### config.mk
export PLATFORM = sky130hd
export DESIGN_NAME = axi_up_cmd_queue
export DESIGN_NICKNAME = d
export VERILOG_FILES = /design/src/rtl/axi_up_pkg.sv /design/src/rtl/axi_up_desc_fifo.sv /design/src/rtl/axi_up_cmd_queue.sv
export SDC_FILE = /design/constraint.sdc
export NUM_CORES = 1
export LEC_CHECK = 0
export BUFFER_PORTS_ARGS = -buffer_cell sky130_fd_sc_hd__buf_2
export CORE_UTILIZATION = 50
export DETAILED_ROUTE_END_ITERATION = 8
export GPL_ROUTABILITY_DRIVEN = 0
export HOLD_SLACK_MARGIN = 0.05
export PLACE_DENSITY = 0.68
export SLEW_MARGIN = 20
export SYNTH_ARGS = -nofsm -noshare
export SYNTH_HDL_FRONTEND = slang
export SYNTH_SLANG_ARGS = --single-unit
### constraint.sdc
create_clock -name ACLK -period 9.1 [get_ports ACLK]
set_input_delay 0.91 -clock ACLK [delete_from_list [all_inputs] [get_ports ACLK]]
set_output_delay 0.91 -clock ACLK [all_outputs]
set_load 0.01 [all_outputs]
### src/rtl/axi_up_pkg.sv
// Shared types for the axi_up command queue: descriptor record and issue FSM states.
package axi_up_pkg;

    localparam int ADDR_W = 32;
    localparam int SIZE_W = 15;

    typedef struct packed {
        logic [ADDR_W-1:0] src;
        logic [ADDR_W-1:0] dst;
        logic [SIZE_W-1:0] size;
    } desc_t;

    typedef enum logic [1:0] {
        ST_IDLE      = 2'd0,
        ST_ISSUE     = 2'd1,
        ST_WAIT_ACK  = 2'd2,
        ST_WAIT_DONE = 2'd3
    } state_t;

    // Zero-length descriptors are retired without waking the copy engine.
    function automatic logic desc_is_null(input desc_t d);
        return (d.size == {SIZE_W{1'b0}});
    endfunction

endpackage

### src/rtl/axi_up_desc_fifo.sv
// Synchronous descriptor FIFO with flush; ready is registered from the next level.
module axi_up_desc_fifo
    import axi_up_pkg::*;
#(
    parameter  int DEPTH = 8,
    localparam int PTR_W = $clog2(DEPTH),
    localparam int LVL_W = PTR_W + 1
) (
    input  logic             clk,
    input  logic             rst_n,
    input  logic             push,
    input  logic             pop,
    input  logic             flush,
    input  desc_t            wr_data,
    output desc_t            rd_data,
    output logic             empty,
    output logic             empty_next,
    output logic             ready,
    output logic [LVL_W-1:0] level
);

    logic [PTR_W-1:0] wr_ptr_r;
    logic [PTR_W-1:0] rd_ptr_r;
    logic [LVL_W-1:0] level_r;
    logic [LVL_W-1:0] level_next_s;
    logic             ready_r;
    logic             full_s;
    logic             do_push_s;
    logic             do_pop_s;
    desc_t            mem_r [DEPTH];

    assign full_s    = (level_r == LVL_W'(DEPTH));
    assign empty     = (level_r == {LVL_W{1'b0}});
    assign do_push_s = push && !full_s && !flush;
    assign do_pop_s  = pop && !empty && !flush;

    // Next occupancy; flush overrides any push/pop in the same cycle.
    always_comb begin
        level_next_s = level_r;
        if (flush) begin
            level_next_s = {LVL_W{1'b0}};
        end else begin
            case ({do_push_s, do_pop_s})
                2'b10:   level_next_s = level_r + LVL_W'(1);
                2'b01:   level_next_s = level_r - LVL_W'(1);
                default: level_next_s = level_r;
            endcase
        end
    end

    // Pointer, level and ready registers.
    always_ff @(posedge clk or negedge rst_n) begin
        if (!rst_n) begin
            wr_ptr_r <= {PTR_W{1'b0}};
            rd_ptr_r <= {PTR_W{1'b0}};
            level_r  <= {LVL_W{1'b0}};
            ready_r  <= 1'b0;
        end else begin
            if (flush) begin
                wr_ptr_r <= {PTR_W{1'b0}};
                rd_ptr_r <= {PTR_W{1'b0}};
            end else begin
                if (do_push_s) wr_ptr_r <= wr_ptr_r + PTR_W'(1);
                if (do_pop_s)  rd_ptr_r <= rd_ptr_r + PTR_W'(1);
            end
            level_r <= level_next_s;
            ready_r <= (level_next_s != LVL_W'(DEPTH));
        end
    end

    // Descriptor storage; contents are don't-care until written.
    always_ff @(posedge clk) begin
        if (do_push_s) mem_r[wr_ptr_r] <= wr_data;
    end

    assign rd_data    = mem_r[rd_ptr_r];
    assign empty_next = (level_next_s == {LVL_W{1'b0}});
    assign ready      = ready_r;
    assign level      = level_r;

endmodule

### src/rtl/axi_up_cmd_queue.sv
// Descriptor queue in front of the axi_up_ctrl copy engine: buffers copies and
// issues them one at a time over the src/dst/size/trigger/busy handshake.
module axi_up_cmd_queue
    import axi_up_pkg::*;
#(
    parameter int AXI_ADDR_WIDTH = ADDR_W,
    parameter int REG_SIZE_WIDTH = SIZE_W,
    parameter int DEPTH          = 8,
    parameter int CNT_WIDTH      = 16
) (
    input  logic                       ACLK,
    input  logic                       ARESETn,
    input  logic                       push_valid_i,
    output logic                       push_ready_o,
    input  logic [AXI_ADDR_WIDTH-1:0]  push_src_addr_i,
    input  logic [AXI_ADDR_WIDTH-1:0]  push_dst_addr_i,
    input  logic [REG_SIZE_WIDTH-1:0]  push_size_i,
    input  logic                       flush_i,
    input  logic                       int_en_i,
    input  logic                       clr_int_pulse_i,
    output logic [AXI_ADDR_WIDTH-1:0]  src_addr_o,
    output logic [AXI_ADDR_WIDTH-1:0]  dst_addr_o,
    output logic [REG_SIZE_WIDTH-1:0]  size_o,
    output logic                       trigger_pulse_o,
    input  logic                       busy_i,
    output logic [$clog2(DEPTH):0]     level_o,
    output logic                       active_o,
    output logic [CNT_WIDTH-1:0]       done_cnt_o,
    output logic                       int_pending_o,
    output logic                       int_o
);

    state_t state_r;
    state_t state_next_s;

    desc_t  wr_desc_s;
    desc_t  head_s;
    logic   fifo_empty_s;
    logic   fifo_empty_next_s;
    logic   fifo_ready_s;
    logic   push_s;
    logic   pop_s;
    logic   latch_s;
    logic   drop_s;
    logic   complete_s;
    logic   done_evt_s;
    logic   int_set_s;

    logic [AXI_ADDR_WIDTH-1:0] src_r;
    logic [AXI_ADDR_WIDTH-1:0] dst_r;
    logic [REG_SIZE_WIDTH-1:0] size_r;
    logic                      trigger_r;
    logic                      active_r;
    logic [CNT_WIDTH-1:0]      done_cnt_r;
    logic                      int_pending_r;

    assign wr_desc_s    = '{src: push_src_addr_i, dst: push_dst_addr_i, size: push_size_i};
    // Ready drops during a flush so the handshake never reports a dropped push as taken.
    assign push_ready_o = fifo_ready_s && !flush_i;
    assign push_s       = push_valid_i && push_ready_o;

    axi_up_desc_fifo #(
        .DEPTH (DEPTH)
    ) u_fifo (
        .clk        (ACLK),
        .rst_n      (ARESETn),
        .push       (push_s),
        .pop        (pop_s),
        .flush      (flush_i),
        .wr_data    (wr_desc_s),
        .rd_data    (head_s),
        .empty      (fifo_empty_s),
        .empty_next (fifo_empty_next_s),
        .ready      (fifo_ready_s),
        .level      (level_o)
    );

    // Issue FSM next-state and event decode.
    always_comb begin
        state_next_s = state_r;
        pop_s        = 1'b0;
        latch_s      = 1'b0;
        drop_s       = 1'b0;
        complete_s   = 1'b0;
        case (state_r)
            ST_IDLE: begin
                if (!fifo_empty_s && !busy_i) begin
                    pop_s = 1'b1;
                    if (desc_is_null(head_s)) begin
                        drop_s       = 1'b1;
                        state_next_s = ST_IDLE;
                    end else begin
                        latch_s      = 1'b1;
                        state_next_s = ST_ISSUE;
                    end
                end else begin
                    state_next_s = ST_IDLE;
                end
            end
            ST_ISSUE: begin
                state_next_s = ST_WAIT_ACK;
            end
            ST_WAIT_ACK: begin
                if (busy_i) begin
                    state_next_s = ST_WAIT_DONE;
                end else begin
                    state_next_s = ST_WAIT_ACK;
                end
            end
            ST_WAIT_DONE: begin
                if (!busy_i) begin
                    complete_s   = 1'b1;
                    state_next_s = ST_IDLE;
                end else begin
                    state_next_s = ST_WAIT_DONE;
                end
            end
            default: begin
                state_next_s = ST_IDLE;
            end
        endcase
    end

    assign done_evt_s = complete_s || drop_s;
    assign int_set_s  = done_evt_s && fifo_empty_next_s;

    // State register.
    always_ff @(posedge ACLK or negedge ARESETn) begin
        if (!ARESETn) state_r <= ST_IDLE;
        else          state_r <= state_next_s;
    end

    // Registered engine-facing outputs, completion counter and interrupt flag.
    always_ff @(posedge ACLK or negedge ARESETn) begin
        if (!ARESETn) begin
            src_r         <= {AXI_ADDR_WIDTH{1'b0}};
            dst_r         <= {AXI_ADDR_WIDTH{1'b0}};
            size_r        <= {REG_SIZE_WIDTH{1'b0}};
            trigger_r     <= 1'b0;
            active_r      <= 1'b0;
            done_cnt_r    <= {CNT_WIDTH{1'b0}};
            int_pending_r <= 1'b0;
        end else begin
            if (latch_s) begin
                src_r  <= head_s.src;
                dst_r  <= head_s.dst;
                size_r <= head_s.size;
            end
            trigger_r <= latch_s;
            active_r  <= (state_next_s != ST_IDLE);
            if (done_evt_s) done_cnt_r <= done_cnt_r + CNT_WIDTH'(1);
            if (int_set_s)            int_pending_r <= 1'b1;
            else if (clr_int_pulse_i) int_pending_r <= 1'b0;
        end
    end

    assign src_addr_o      = src_r;
    assign dst_addr_o      = dst_r;
    assign size_o          = size_r;
    assign trigger_pulse_o = trigger_r;
    assign active_o        = active_r;
    assign done_cnt_o      = done_cnt_r;
    assign int_pending_o   = int_pending_r;
    assign int_o           = int_pending_r && int_en_i;

endmodule

==> results.json <==
{
  "sw_frac_of_total": 0.2335,
  "rsz0062_at_grt": "false",
  "tns_ps": 0,
  "syn_inst": 1341,
  "layout_commonest_cell": "edfxtp_1",
  "routed-via-count": 13460,
  "ys_seq_area_frac": 0.7781,
  "cts_resized": 0,
  "seq_power_share": 0.522,
  "cts_sinks": 743,
  "wl_per_cell_um": 23.87,
  "ctsHoldBuffers": 0,
  "power.switching_uw": 1827,
  "die_h_um": 238.5,
  "comb_power_share": 0.098,
  "ir_worst_vdd_mv": 0.1733,
  "initial_utilization": 0.5065,
  "tightest_slew_ps": 1112,
  "ys_seq_elements": 743,
  "die-area_mm2": 0.05687,
  "ff2ff_setup_slack_ps": 4350,
  "tritoncts": "yes",
  "period_minus_slack_ps": 4755,
  "core_mm2": 0.05520,
  "r2r_end": "dst_addr_o[5]",
  "path_common_cell": "buf_4",
  "clock_latency_ps": 610,
  "antenna_found_initial": 13,
  "core.rowCount": 86,
  "netlist.area_leader.share": 0.6788,
  "cap_violations": 0,
  "drt_wl_total_mm": 56.71,
  "drive_above_1_share": 0.3062,
  "synth-async-reset-ratio": 0.1494,
  "synth-simple-area-share": 0.02215,
  "cts_buffers": 74,
  "hold_path.class": "in2async",
  "drc": 0,
  "ys.flop_type": "edfxtp_1",
  "vias_per_cell": 5.664,
  "crit_path_start_kind": "register",
  "arrival_ps": 5270,
  "chipWidth_um": 238.5,
  "synth_nets": 1433,
  "cts_max_level": 3,
  "slowest_stage": "buf_4",
  "synth_area_leaders": "edfxtp_1 (68%), mux4_2 (12%), dfrtp_1 (9.9%), mux2i_1 (3.2%), a21oi_1 (1.5%)",
  "overflow": 0,
  "drt_iter0_drc": 942,
  "synth_edf_count": 632,
  "dp_hpwl_mm": 30.76,
  "synth_compound_area_frac": 0.02246,
  "ant_nets": 0,
  "r2r-start": "u_fifo.rd_ptr_r[2]",
  "worstSetupPathType": "reg2reg",
  "synthToLayoutAreaGrowth_pct": 15.36,
  "finalCritPeriodShare": 0.5225,
  "drtPass1Iterations": 5,
  "cellInternalPower_uw": 5998,
  "setup_violations": 0,
  "grt_usage": 0.2043,
  "post-cts-setup-buffers": 0,
  "p_clk_frac": 0.380,
  "synth_cell_types": 41,
  "synthesis.area_mm2": 0.02796,
  "pre_cts_ws_ps": 4280,
  "clk_pin_slew_ps": 60,
  "fin_skew_ps": 30.55,
  "most-common-layout-cells": "edfxtp_1 (632), buf_2 (188), mux4_2 (152), dfrtp_1 (108), nor2_1 (92)",
  "crit_required_ps": 9610,
  "synth_top_family_by_area": "multiplexers",
  "fin_nets": 1657,
  "leakagePower_uw": 0.01071,
  "slew_headroom": 0.2587,
  "worst_slack_ps": 4345,
  "cts_buffer_depth": 3,
  "ios": 190,
  "synth_fa_ha_area_frac": 0.002685,
  "powerDensity_mw_per_mm2": 242.6,
  "hold_viol_final": 0,
  "clockRootBuffer": "clkbuf_16",
  "path_max_fanout": 84,
  "status": "finished clean",
  "grt_pass1_vias": 14100,
  "portBuffers": 189,
  "grt_pass1_wl_mm": 85.75,
  "cp_cell_sequence": "buf_4 > mux4_2 > mux2i_1 > nand2_1 > nor4_2 > a21oi_4 > buf_4 > buf_4 > nor2_1 > a21oi_1",
  "grt_max_degree": 137,
  "synth-xor-area-share": 0.007518,
  "fmax_mhz": 210.3,
  "synth_area_per_cell_um2": 20.85,
  "endpoint_kind": "register",
  "ys_warn_count": 0,
  "critPathMaxStageDelay_ps": 970,
  "report.final.slew_viol_count": 0,
  "synthMuxAreaShare": 0.1568,
  "yosysTopAreaCell": "edfxtp_1",
  "reg2reg_depth": 10
}
sequential cells by signal, indices dropped and copies added, names as in the netlist:
name,flops
u_fifo.ready,1
u_fifo.rd_ptr_r,3
u_fifo.mem_r,632
active_o,1
u_fifo.wr_ptr_r,3
state_r,2
size_o,15
trigger_pulse_o,1
done_cnt_o,16
u_fifo.level,4
dst_addr_o,32
src_addr_o,32
int_pending_o,1
cells by family (layout without fill, tap and decap cells):
kind of cell	count (synthesis)	count (layout)
mux	247	247
other cells	0	5
simple gates	145	145
compound gates	106	106
buf+inv	70	352
fa+ha+maj	6	6
xor+xnor	24	24
flops	743	743
worst max path at each step:
stage,startpoint,endpoint,slack (ps),cells after the start
2_1_floorplan,flush_i,u_fifo.mem_r[0][0],1450,5
5_1_grt,u_fifo.rd_ptr_r[0],done_cnt_o[14],3970,8
3_3_place_gp,u_fifo.rd_ptr_r[2],src_addr_o[6],4410,10
6_report,u_fifo.rd_ptr_r[2],dst_addr_o[5],4350,10
3_5_place_dp,u_fifo.rd_ptr_r[2],dst_addr_o[5],4280,10
4_1_cts,u_fifo.rd_ptr_r[2],dst_addr_o[5],4260,10
Yosys cell counts, types with 2 or more instances:
cell type  instances
a221oi_1           4
nand2_1           15
nand3_1            6
mux4_2           152
mux2i_1           88
nor3_1             4
nand4_1            5
buf_1             23
dfrtp_1          111
mux2_2             7
buf_2             17
clkbuf_1          25
a21boi_0           2
ha_1               6
a2111oi_1          4
and3_1             3
xnor2_1            5
edfxtp_1         632
inv_1              4
xor2_1            19
a21oi_1           83
nor2b_1            2
a22o_1             2
and2_1             4
nor2_1            98
a211oi_1           3
nand2b_1           3
worst max-delay path: cells and delay by family, from the launching register on:
kind                   cells  cell delay, ps
buffers and inverters      3            2460
and+or+nand+nor            3             370
AOI/OAI and AO/OA          2             320
DFF                        1             910
muxes                      2             490
power by group through the flow:
stage	clock network [µW]	logic, µW	registers (µW)
2_1_floorplan	0	316	4210
3_3_place_gp	0	760	4150
3_5_place_dp	0	785	4150
4_1_cts	3030	787	4090
5_1_grt	3160	850	4110
6_report	2970	769	4080
layer usage:
layer,track usage,part of all wire,vias to the layer above
met5,0,0.0019,-
met4,0.05886,0.021,18
met3,0.04674,0.049,95
met2,0.3432,0.51,298
met1,0.2683,0.42,7161
li1,-,-,5886
cell type report:
type	instances	area, µm²
multi-input combinational	528	5989
sequential	743	21770
antenna	5	12.51
fill	3972	22950
inverter	4	15.01
clock buffer	101	2078
clock inverter	33	304.0
timing repair buffer	214	1152
tap	748	935.9
through the flow:
stage | cells | power, µW | hold WS (ps) | utilization | instance area, µm²
detailed placement | 2237 | 4940 | 480.7 | 0.5408 | 29850
finish | 2376 | 7825 | 258.2 | 0.5843 | 32250
global route | 2373 | 8121 | 266.0 | 0.5842 | 32250
CTS | 2371 | 7911 | 251.5 | 0.5840 | 32230
global placement | 2237 | 4914 | 471.7 | 0.5408 | 29850
floorplan | 1341 | 4523 | 487.3 | - | 27960
(Power assumes the default switching activity.)
